--- src/rtl/key_event_classifier.sv ---
// Classifies each debounced press/release sequence as a short, long or double press.
// Latency: every output is registered and changes in the cycle after the deciding edge.
// No backpressure: the one-cycle pulses are fire-and-forget; busy shows when a sequence is open.
module key_event_classifier #(
  parameter int LONG_CYCLES = 50_000_000,
  parameter int GAP_CYCLES  = 12_500_000,
  parameter int CNT_W       = $clog2((LONG_CYCLES > GAP_CYCLES) ? LONG_CYCLES : GAP_CYCLES)
) (
  input  logic clk,
  input  logic rst,
  input  logic key_db,
  output logic short_pulse,
  output logic long_pulse,
  output logic double_pulse,
  output logic busy
);

  typedef enum logic [2:0] {
    IDLE      = 3'd0,
    PRESS1    = 3'd1,
    LONG_HOLD = 3'd2,
    WAIT_GAP  = 3'd3,
    PRESS2    = 3'd4
  } state_t;

  // Terminal counts: each timed state leaves at these values, so cnt never wraps.
  localparam logic [CNT_W-1:0] LONG_TC = CNT_W'(LONG_CYCLES - 1);
  localparam logic [CNT_W-1:0] GAP_TC  = CNT_W'(GAP_CYCLES - 1);
  localparam logic [CNT_W-1:0] CNT_ONE = CNT_W'(1);

  state_t           state;
  state_t           state_next;
  logic [CNT_W-1:0] cnt;
  logic [CNT_W-1:0] cnt_next;
  logic             key_q;
  logic             press_edge;
  logic             short_d;
  logic             long_d;
  logic             double_d;
  logic             busy_d;

  // key_q resets to 0 so a key held down through reset is not taken as a new press.
  assign press_edge = key_q & ~key_db;

  // State, timer and key history registers.
  always_ff @(posedge clk or posedge rst) begin
    if (rst) begin
      state <= IDLE;
      cnt   <= '0;
      key_q <= 1'b0;
    end else begin
      state <= state_next;
      cnt   <= cnt_next;
      key_q <= key_db;
    end
  end

  // Next-state and timer logic; release/press always win over the terminal count.
  always_comb begin
    state_next = state;
    cnt_next   = cnt;
    case (state)
      IDLE: begin
        if (press_edge) state_next = PRESS1;
      end
      PRESS1: begin
        if (key_db)               state_next = WAIT_GAP;
        else if (cnt == LONG_TC)  state_next = LONG_HOLD;
        else                      cnt_next   = cnt + CNT_ONE;
      end
      LONG_HOLD: begin
        if (key_db) state_next = IDLE;
      end
      WAIT_GAP: begin
        if (!key_db)              state_next = PRESS2;
        else if (cnt == GAP_TC)   state_next = IDLE;
        else                      cnt_next   = cnt + CNT_ONE;
      end
      PRESS2: begin
        if (key_db) state_next = IDLE;
      end
      default: state_next = IDLE;
    endcase
    // Timer restarts from zero on every state entry.
    if (state_next != state) cnt_next = '0;
  end

  // Output decode: pulses mark the transition that classifies the sequence.
  always_comb begin
    long_d   = (state == PRESS1)   && !key_db && (cnt == LONG_TC);
    double_d = (state == WAIT_GAP) && !key_db;
    short_d  = (state == WAIT_GAP) &&  key_db && (cnt == GAP_TC);
    busy_d   = (state_next != IDLE);
  end

  // Output registers so the application sees glitch-free, edge-aligned pulses.
  always_ff @(posedge clk or posedge rst) begin
    if (rst) begin
      short_pulse  <= 1'b0;
      long_pulse   <= 1'b0;
      double_pulse <= 1'b0;
      busy         <= 1'b0;
    end else begin
      short_pulse  <= short_d;
      long_pulse   <= long_d;
      double_pulse <= double_d;
      busy         <= busy_d;
    end
  end

endmodule

--- config.mk ---
export PLATFORM = sky130hd
export DESIGN_NAME = key_event_classifier
export DESIGN_NICKNAME = d
export VERILOG_FILES = /design/src/rtl/key_event_classifier.sv
export SDC_FILE = /design/constraint.sdc
export NUM_CORES = 1
export LEC_CHECK = 0
export BUFFER_PORTS_ARGS = -buffer_cell sky130_fd_sc_hd__buf_2
export CAP_MARGIN = 20
export CORE_MARGIN = 2
export CORE_UTILIZATION = 53
export CTS_CLUSTER_DIAMETER = 80
export DETAILED_ROUTE_END_ITERATION = 16
export HOLD_SLACK_MARGIN = 0.1
export PLACE_DENSITY = 0.78
export SLEW_MARGIN = 0
export SYNTH_ARGS = -nofsm -noshare
export SYNTH_HDL_FRONTEND = slang
export SYNTH_SLANG_ARGS = --single-unit
--- constraint.sdc ---
create_clock -name clk -period 2.3 [get_ports clk]
set_input_delay 0.575 -clock clk [delete_from_list [all_inputs] [get_ports clk]]
set_output_delay 0.575 -clock clk [all_outputs]
set_load 0.01 [all_outputs]
# --- Yosys cells after proc, flatten, opt, wreduce, memory -nomap -nowiden ---
# Cells that the tools add are included.
classes:
  bitwise: 2
  multipliers: 0
  order_cmp: 0
  muxes: 13
  n_addsub: 1
  n_shift: 0
  div: 0
  n_eq_ne: 11
  n_reduce_logical: 11
op_table:
  columns: ["operator", "count"]
  rows:
  - ["$mux W26", 5]
  - ["$pmux W26 S2", 1]
  - ["$add A26 B1 Y26 const B", 1]
  - ["$eq A26 B24 Y1 const B", 1]
  - ["$eq A26 B26 Y1 const B", 1]
  - ["$mux W3", 6]
  - ["$ne A3 B3 Y1 const B", 4]
  - ["$pmux W3 S4", 1]
  - ["$eq A3 B2 Y1 const B", 2]
  - ["$reduce_bool A3 Y1", 2]
  - ["$logic_and A1 B1 Y1", 5]
  - ["$reduce_and A5 Y1", 1]
  - ["$eq A3 B1 Y1 const B", 1]
  - ["$eq A3 B3 Y1 const B", 1]
  - ["$logic_not A3 Y1", 1]
  - ["$ne A3 B3 Y1", 1]
  - ["$reduce_or A2 Y1", 1]
  - ["$and A1 B1 Y1", 1]
  - ["$logic_not A1 Y1", 1]
  - ["$not A1 Y1", 1]
totals:
  ramBits: 0
  latch_bits: 0
  ff_bits: 34
  input_bits: 3
  output_inout_bits: 4
  mem_bits_ro: 0
  memories: 0
  wordCells: 45

# --- Logic depth before layout (Yosys ltp) ---
# Gate-level depths: netlist of the first run.
depth:
  word_depth: 7
  depth_mapped: 10
  depth_no_buf: 7

# --- Worst setup path after synthesis of the first run ---
# Ideal clock, no wire load.
synth_path:
  kind: "input -> register"
  startpoint: "input port key_db"
  endpoint: "register cnt[10]"
  path_stages: 8
  slack_ns: 0.390
  arrival_ns: 1.809
  required_time_ns: 2.199
  path_cell_list: "buf_2 > nor3_2 > and2_1 > buf_2 > nand2_1 > and3_1 > buf_4 > nor4_1"
synth_between:
  elab_chain_cells: 7
  word_cells_on_any_way: 15
synth_lines:
  columns: ["element", "line_no", "source"]
  rows:
  - ["start: declaration", "11", "input logic key_db,"]
  - ["$not A1 Y1", "43", "assign press_edge = key_q & ~key_db;"]
  - ["$and A1 B1 Y1", "43", null]
  - ["$mux W3", "64", "if (press_edge) state_next = PRESS1;"]
  - ["$pmux W3 S4", "62", "case (state)"]
  - ["$ne A3 B3 Y1", "85", "if (state_next != state) cnt_next = '0;"]
  - ["$ne A3 B3 Y1 (no line) or $reduce_bool A3 Y1 (tied branches)", null, null]
  - ["$reduce_and A5 Y1 (no line)", null, null]
  - ["end signal: assignment", "53", "cnt <= cnt_next;"]
  - ["end: declaration", "33", "logic [CNT_W-1:0] cnt;"]
# Parallel ways exist; a longest one is shown, timed or not.
# A chain may end at the register's enable or synchronous reset.

# --- Final worst setup path of the first run ---
layout_path:
  startpoint: "register cnt[0]"
  endpoint: "register cnt[10]"
layout_between:
  elab_chain_cells: 7
  word_cells_on_any_way: 21
layout_lines:
  columns: ["element"]
  rows:
  - ["branches (longest 7 deep; another with $add A26 B1 Y26)"]
# Parallel ways; which one is timed is not known. The select of a mux whose other input is x is not followed.

==> results, run 1 <==
- The flow ran to the end, and the final reports show no timing, DRC or antenna violations.
- After synthesis, flip-flops and latches occupy 44.1% of the total area.
- The most numerous cell type found on the critical path is sky130_fd_sc_hd__and3_1.
- The cell with the most instances after synthesis is sky130_fd_sc_hd__nor2_1.
- Walking the worst path, the cells encountered are ha_1 > and3_1 > nand4_1 > or2_4 > nand3_1 > and3_1 > buf_12 > nor4_1.
- The count of buffers added on input and output ports is 6.
- The average cell area after synthesis is 9.28 um^2.
- Summing every instance area after synthesis gives 1930 um^2.
- After synthesis, the largest area contributor takes up 44.1% of total cell area.
- The area of the placeable core is between 3000 and 4000 um^2.
- Setup repair after global routing left no endpoint under its margin.
- The standard-cell row count is 21.
- The most used flip-flop cell after synthesis is sky130_fd_sc_hd__dfrtp_1.
- The number of max-slew violations in the final report is 0.
- The total I/O pin count is 7.
- The longest individual stage delay on the worst path is 0.43 ns.
- The DRC violation count after routing is 0.
- The residual overflow from global routing is 0.
- In the synthesized netlist, the cells that appear most often are 38 x sky130_fd_sc_hd__nor2_1, 34 x sky130_fd_sc_hd__dfrtp_1, 18 x sky130_fd_sc_hd__nand2_1.
- The worst-case register-to-register setup slack is 0.20 ns.
- The setup slack after layout is ~0.2 ns.
- The worst hold path class is input pin to async pin.
- The number of sinks on the clock net is 34.
- The net count reported at finish is 221.
- Derived from the worst setup path, the maximum achievable clock frequency is about 0.48 GHz.
- The via density per instance is around 5.8.
- The pre-antenna-repair detailed-routing pass consisted of 4 iterations.
- STA puts the critical path data required time at roughly 2.6 ns.
- In this run the clock root is driven by a sky130_fd_sc_hd__clkbuf_4.
- The violation count after the first detailed-routing iteration is 72.
- The number of flops mapped to enable cells by yosys is 0.
- The final sum of negative setup slack is 0 ns.
- The via count of the first global-routing pass is approximately 1400.
- The detailed-placement wirelength estimate is roughly 2700 um.
- Counting every instance in the synthesized netlist gives 208.
- Setup violations remaining at the end of the flow were counted as 0.
- After synthesis, the cell types taking the most area are sky130_fd_sc_hd__dfrtp_1 44%, sky130_fd_sc_hd__xnor2_1 7.7%, sky130_fd_sc_hd__nor2_1 7.4%, sky130_fd_sc_hd__nand2_1 3.5%, sky130_fd_sc_hd__nand3_1 3.1%.
- The die covers between 4000 and 5000 um^2.
- The clock arrives with 0.00330 ns of skew.
- The end of the worst register-to-register path is cnt[10].
- By area, the combinational part of the netlist is dominated by simple AND/OR/NAND/NOR gates.
- The routed wire length is around 3900 um.
- In the global route stage, overall resource usage came out at 21.7%.
- The number of synthesis warnings is 0.
- The die outline height is 64.4 um.
- The width of the chip is ~64 um.
- The worst-case IR drop observed on VDD is 0.000502 V.
- The critical path is of the flop to flop type.
- The kind of end point of the critical path is a flop.
- Multiplexer cells account for 0.518% of the synthesized area.
- The antenna violation net count after detailed routing is 0.
- The wire length of the first global-routing pass is 6840 um.
- For this design, the slowest cell found on the critical path is sky130_fd_sc_hd__dfrtp_1.
- For the worst setup path, the data arrival time is 2.35 ns.
- The largest buffer count on any clock path is 2.
- The number of fill cells is about 320.
- The clock reaches the later pin of the worst-skew pair after approximately 0.34 ns.
- The worst-case headroom to the max-slew limit is 67.3%.
- The number of buffers inserted during clock tree synthesis is 5.
- The post-synthesis cell type count is between 40 and 50.
- TritonCTS built the clock tree.
- The simple-gate share of the synthesized area is 33.3%.
- Along the worst path, the maximum fanout reaches 26.
- The final-report hold violation count came to 0.
- The minimum clock period is roughly 2.1 ns.
- The initial utilization of the core area, before any placement, comes to 56.5%.
- The post-synthesis cell type with the largest combined area is sky130_fd_sc_hd__dfrtp_1.
- Synthesis produced a netlist with a net count of 212.
- The synthesis-stage register bit count is 34.
- For the pin with the worst max-slew slack, the measured transition is 0.490 ns.
- The synthesized netlist devotes 9.07% of its cell area to XOR and XNOR gates.
- The total of max-cap violations is 0.
- In this run the critical register-to-register path is launched from cnt[0].
- The sum of internal, switching and leakage power is 1.51 mW.
- Clock-pin slew was measured on the worst setup and hold paths at 0.09 ns.
- After detailed placement, the design holds a cell count of 256.
- The worst slack after detailed placement is 0.196 ns.
- The number of buffers and inverters on the critical path is 1.
- The largest net degree at the start of global routing is 35.
- Routability-driven placement finished with a final weighted congestion of 0.830.
- The number of vias in the routed layout is 1513.
- In the final routed layout, each cell accounts on average for 14.8 um.
- The share of layout cells above drive strength 1 is 12.4%.
- On the final layout, the worst hold slack is just over 0.3 ns.
- In this run, post-CTS hold repair placed 0 buffers.
- The static leakage power is 0.817 nW.
- Once layout is complete, the cells apart from fillers number 263.
- The ratio of final minimum period to clock period is 91.4%.
- The post-synthesis async set-or-reset flop share is 100%.
- The layout-stage area growth over the synthesis result is 5.90%.
- The adder-cell share of the synthesized area is 0.648%.
- The depth of the worst register-to-register path is 8.
- The H-tree generated during clock tree synthesis spans 2 levels.
- The worst setup path is launched from a flop.
- The synthesized netlist devotes under 10% of its cell area to compound gates.
- The repair_antennas step left the layout with diodes totalling 0.
- The family with the most delay on the worst path is simple AND/OR/NAND/NOR gates.
- The initial antenna violation count came to 0.
- The total power divided by cell area is 736 nW/um^2.
[layout by cell type, fill, tap and decap left out, drive strengths merged]
master / n
and4b: 1
nand4: 10
nor3: 5
o2111ai: 2
and3: 3
or2: 3
a21boi: 1
clkbuf: 7
and2: 1
inv: 6
nor4bb: 2
o221ai: 1
o21ai: 8
and4: 2
nor3b: 3
nand3b: 1
nor2: 39
buf: 9
dfrtp: 34
or3: 4
nand3: 13
xnor2: 17
a21oi: 7
nor4b: 5
a22o: 1
nor4: 4
ha: 1
nor2b: 2
xor2: 3
a22oi: 2
mux2i: 1
nand2: 18
nand2b: 1
[cell families after synthesis]
logic type / count (synthesis)
compound gates: 22
xor+xnor: 20
fa+ha+maj: 1
buf+inv: 13
flops: 34
mux: 1
simple gates: 117
[state kept, by name (all words and copies together), names as in the netlist]
register / flops
busy: 1
cnt: 26
double_pulse: 1
key_q: 1
long_pulse: 1
short_pulse: 1
state: 3
[per-layer routing]
layer	share of wire (%)	GRT usage, %	wire length (um)
met4	1.6	9.57	61
met5	0	0	0
met3	4.4	5.28	170
met2	47	31.6	1840
met1	47	30.5	1820
[stage by stage]
stage | cell area, um^2 | util [%]
2_1_floorplan | 1930 | -
5_1_grt | 2040 | 59.9
3_5_place_dp | 2000 | 58.5
3_3_place_gp | 2000 | 58.5
6_report | 2040 | 59.9
4_1_cts | 2040 | 59.8
[worst register-to-register path, cell delays in order, from the launching register on]
cell,delay (ns)
sky130_fd_sc_hd__dfrtp_1,0.43
sky130_fd_sc_hd__ha_1,0.24
sky130_fd_sc_hd__and3_1,0.21
sky130_fd_sc_hd__nand4_1,0.15
sky130_fd_sc_hd__or2_4,0.20
sky130_fd_sc_hd__nand3_1,0.10
sky130_fd_sc_hd__and3_1,0.24
sky130_fd_sc_hd__buf_12,0.16
sky130_fd_sc_hd__nor4_1,0.27
[layout make-up]
| type | instances | area, um^2 | area share (%) |
|---|---|---|---|
| Sequential cell | 34 | 851 | 41.6 |
| Multi-Input combinational cell | 161 | 1000 | 49.1 |
| Clock buffer | 7 | 45.0 | 2.20 |
| Timing Repair Buffer | 9 | 65.1 | 3.18 |
| Inverter | 6 | 22.5 | 1.10 |
| Tap cell | 46 | 57.6 | 2.82 |
[power breakdown]
group | switching, mW | total (mW) | internal [mW]
sequential | 0.0635 | 0.707 | 0.643
combinational | 0.310 | 0.496 | 0.186
clock | 0.188 | 0.303 | 0.115
total | 0.562 | 1.51 | 0.944
[what timing repair did]
item,4_1_cts,5_1_grt
setup buffers,0,0
setup endpoints to repair,0,1
resized for setup,0,1
[worst max-delay path by stage]
stage | cells past startpoint | slack [ns] | from | end
floorplan | 8 | 0.39 | key_db | cnt[10]
global placement | 8 | 0.20 | cnt[0] | cnt[10]
detailed placement | 8 | 0.20 | cnt[0] | cnt[10]
CTS | 8 | 0.18 | cnt[0] | cnt[10]
global route | 8 | 0.02 | cnt[0] | cnt[10]
finish | 8 | 0.20 | cnt[0] | cnt[10]
(Power assumes the default switching activity.)
==> run 2, diff against run 1 <==
--- a/config.mk
+++ b/config.mk
@@ -13,7 +13,8 @@
 export DETAILED_ROUTE_END_ITERATION = 16
 export HOLD_SLACK_MARGIN = 0.1
 export PLACE_DENSITY = 0.78
-export SLEW_MARGIN = 0
+export RECOVER_POWER = 25
+export SLEW_MARGIN = 5
 export SYNTH_ARGS = -nofsm -noshare
 export SYNTH_HDL_FRONTEND = slang
 export SYNTH_SLANG_ARGS = --single-unit
==> results, run 2 (synthesized netlist as in run 1, its figures left out) <==
- The number of fill cells was 320 (+0.31%).
- The largest buffer count on any clock path is 2 (unchanged).
- The number of max-slew violations in the final report was 0 (unchanged).
- The DRC violation count after routing is 0 (unchanged).
- The worst slack after detailed placement is 0.196 ns (unchanged).
- The number of vias in the routed layout is 1522 (+0.59%).
- The via density per instance is 5.79 (+0.59%).
- The violation count after the first detailed-routing iteration came to 72 (unchanged).
- The net count reported at finish is 221 (unchanged).
- The post-route cell area is 2040 um^2 (-0.31%).
- The area of placed instances is 2000 um^2 (unchanged).
- The final sum of negative setup slack is 0 ns (unchanged).
- The startpoint identified for the worst register-to-register timing path is cnt[0].
- The clock latency reported for the late side of the worst-skew pair is 0.34 ns (about the same).
- The via count of the first global-routing pass is 1436 (unchanged).
- The highest clock frequency the design can meet came to 0.473 GHz (-0.64%).
- The path class of the tightest hold or removal check is input pin to async pin.
- The number of setup buffers added after CTS is 0 (unchanged).
- The detailed-router iteration count before antenna repair was 4 (unchanged).
- The minimum clock period is 2.11 ns (+0.0136 ns).
- The most frequent standard cell in the layout excluding fill and tap cells is sky130_fd_sc_hd__nor2_1.
- The total I/O pin count is 7 (unchanged).
- The detailed-placement wirelength estimate came to 2730 um (unchanged).
- The antenna diode instance count is 0 (unchanged).
- The layout-stage area growth over the synthesis result is 5.57%.
- The standard-cell row count is 21 (unchanged).
- In the final layout, the registers with the most flip-flops are cnt: 26 flops, state: 3 flops.
- The share of layout cells above drive strength 1 is 12.0% (-0.46 points).
- The total of max-cap violations is 0 (unchanged).
- The core utilization of the finished layout is 59.7% (-0.18 points).
- The wire length of the first global-routing pass is 6840 um (unchanged).
- The width of the chip is 64.4 um (unchanged).
- The initial antenna violation count is 0 (unchanged).
- The area of the placeable core is 3420 um^2 (unchanged).
- The largest fanout on the critical path is 26 (unchanged).
- The actual slew at the worst max-slew pin came to 0.816 ns (+0.326 ns).
- The final-report hold violation count is 0 (unchanged).
- The depth of the worst register-to-register path is 8 (unchanged).
- The worst-case register-to-register setup slack came to 0.19 ns (about the same).
- The starting utilization of the core area came to 56.5% (unchanged).
- The worst register-to-register path ends at cnt[10].
- STA classifies the critical path endpoint as a flop.
- The area of the die came to 4140 um^2 (unchanged).
- The routed wire length was 3910 um (+0.51%).
- The number of buffers inserted during clock tree synthesis is 5 (unchanged).
- The number of flip-flops in the largest register is 26 (unchanged).
- The post-detailed-route wirelength per cell is 14.8 um (+0.51%).
- The setup slack after layout is 0.185 ns (-0.0136 ns).
- The ratio of final minimum period to clock period is 91.9% (+0.59 points).
- The register name with the most flops is cnt.
- The run finished with clean final reports.
- The total power divided by cell area is 738 nW/um^2 (+0.21%).
- The number of sinks on the clock net is 34 (unchanged).
- The worst-case headroom to the max-slew limit is 45.6% (-22 points).
- Leaving out fill and tap cells, the most frequent cells in the layout are 38 x sky130_fd_sc_hd__nor2_1, 34 x sky130_fd_sc_hd__dfrtp_1, 18 x sky130_fd_sc_hd__nand2_1, 17 x sky130_fd_sc_hd__xnor2_1, 12 x sky130_fd_sc_hd__nand3_1.
- The setup-violating endpoint count in the final report is 0 (unchanged).
- The peak supply drop was 0.000501 V (about the same).
- The die outline height is 64.4 um (unchanged).
- The clock skew is 0.00235 ns (-0.000949 ns).
- The data required time at the worst endpoint was 2.55 ns (about the same).
- The total global-route track usage came to 21.7% (unchanged).
- The static leakage power is 0.813 nW (-0.52%).
- The deepest level of the CTS H-tree is 2 (unchanged).
- The residual overflow from global routing is 0 (unchanged).
- The critical path in this run is classified as flop to flop.
- Setup repair after global routing left no endpoint under its margin.
- The type of element launching the critical path is a flop.
- The global placement routability congestion was 0.830 (unchanged).
- The count of buffers inserted at the top-level ports is 6 (unchanged).
- The arrival time reported for the critical path endpoint is 2.36 ns (about the same).
- TritonCTS built the clock tree.
- The clock root buffer master is sky130_fd_sc_hd__clkbuf_4.
- The antenna violation net count after detailed routing is 0 (unchanged).
- The clock input transition at the sequential cells of the worst setup and hold paths came to 0.09 ns (about the same).
- The largest net degree at the start of global routing is 35 (unchanged).
[run 2: cell types whose count changed in the layout (fill, tap and decap cells not counted)]
cell and change:
sky130_fd_sc_hd__clkbuf_1 +1, sky130_fd_sc_hd__buf_4 -2, sky130_fd_sc_hd__clkbuf_2 +1
[run 2: critical path, cell delays in order, from the launching register on]
cell and delay [ns]:
sky130_fd_sc_hd__dfrtp_1 0.43, sky130_fd_sc_hd__ha_1 0.24, sky130_fd_sc_hd__and3_1 0.21, sky130_fd_sc_hd__nand4_1 0.15
sky130_fd_sc_hd__or2_4 0.20, sky130_fd_sc_hd__nand3_1 0.10, sky130_fd_sc_hd__and3_1 0.25, sky130_fd_sc_hd__buf_12 0.16
sky130_fd_sc_hd__nor4_1 0.25
[run 2: cell type report]
type | count | area, um^2 | area share (%)
clock buffer | 7 | 45.0 | 2.21
tap | 46 | 57.6 | 2.82
inverter | 6 | 22.5 | 1.10
timing repair buffer | 9 | 58.8 | 2.89
multi-input combinational | 161 | 1000 | 49.2
sequential | 34 | 851 | 41.7
[run 2: where the power goes]
part           internal (mW)  leakage [nW]  total [mW]  switching (mW)
Sequential             0.643         0.464       0.706          0.0626
Combinational          0.184         0.324       0.496           0.312
Clock                  0.115        0.0254       0.302           0.187
[run 2: metrics by stage]
| step | instances | hold slack (ns) | total power, mW |
|---|---|---|---|
| global route | 263 | 0.551 | 1.61 |
| detailed placement | 256 | 0.586 | 1.22 |
| floorplan | 208 | 0.538 | 1.12 |
| global placement | 256 | 0.568 | 1.21 |
| finish | 263 | 0.465 | 1.50 |
| CTS | 263 | 0.320 | 1.52 |
[run 2: worst max-delay path by stage]
| stage | to | cells past startpoint | slack [ns] | from |
|---|---|---|---|---|
| after global routing | cnt[10] | 8 | 0.001 | cnt[0] |
| after floorplan | cnt[10] | 8 | 0.39 | key_db |
| final | cnt[10] | 8 | 0.19 | cnt[0] |
| after global placement | cnt[10] | 8 | 0.20 | cnt[0] |
| after detailed placement | cnt[10] | 8 | 0.20 | cnt[0] |
| after CTS | cnt[10] | 8 | 0.18 | cnt[0] |
[run 2: metal layers]
layer  wire (um)  up-vias  track usage, %
met5           0        -               0
met4          61        0            9.57
met3         155        7            5.28
met2        1850       23            31.6
met1        1840      750            30.5
li1            -      742               -
[run 2: timing repair]
item,in CTS,in global routing
endpoints found under the setup margin,0,1
gates resized for setup,0,1
hold buffers,0,0
endpoints found under the hold margin,0,0
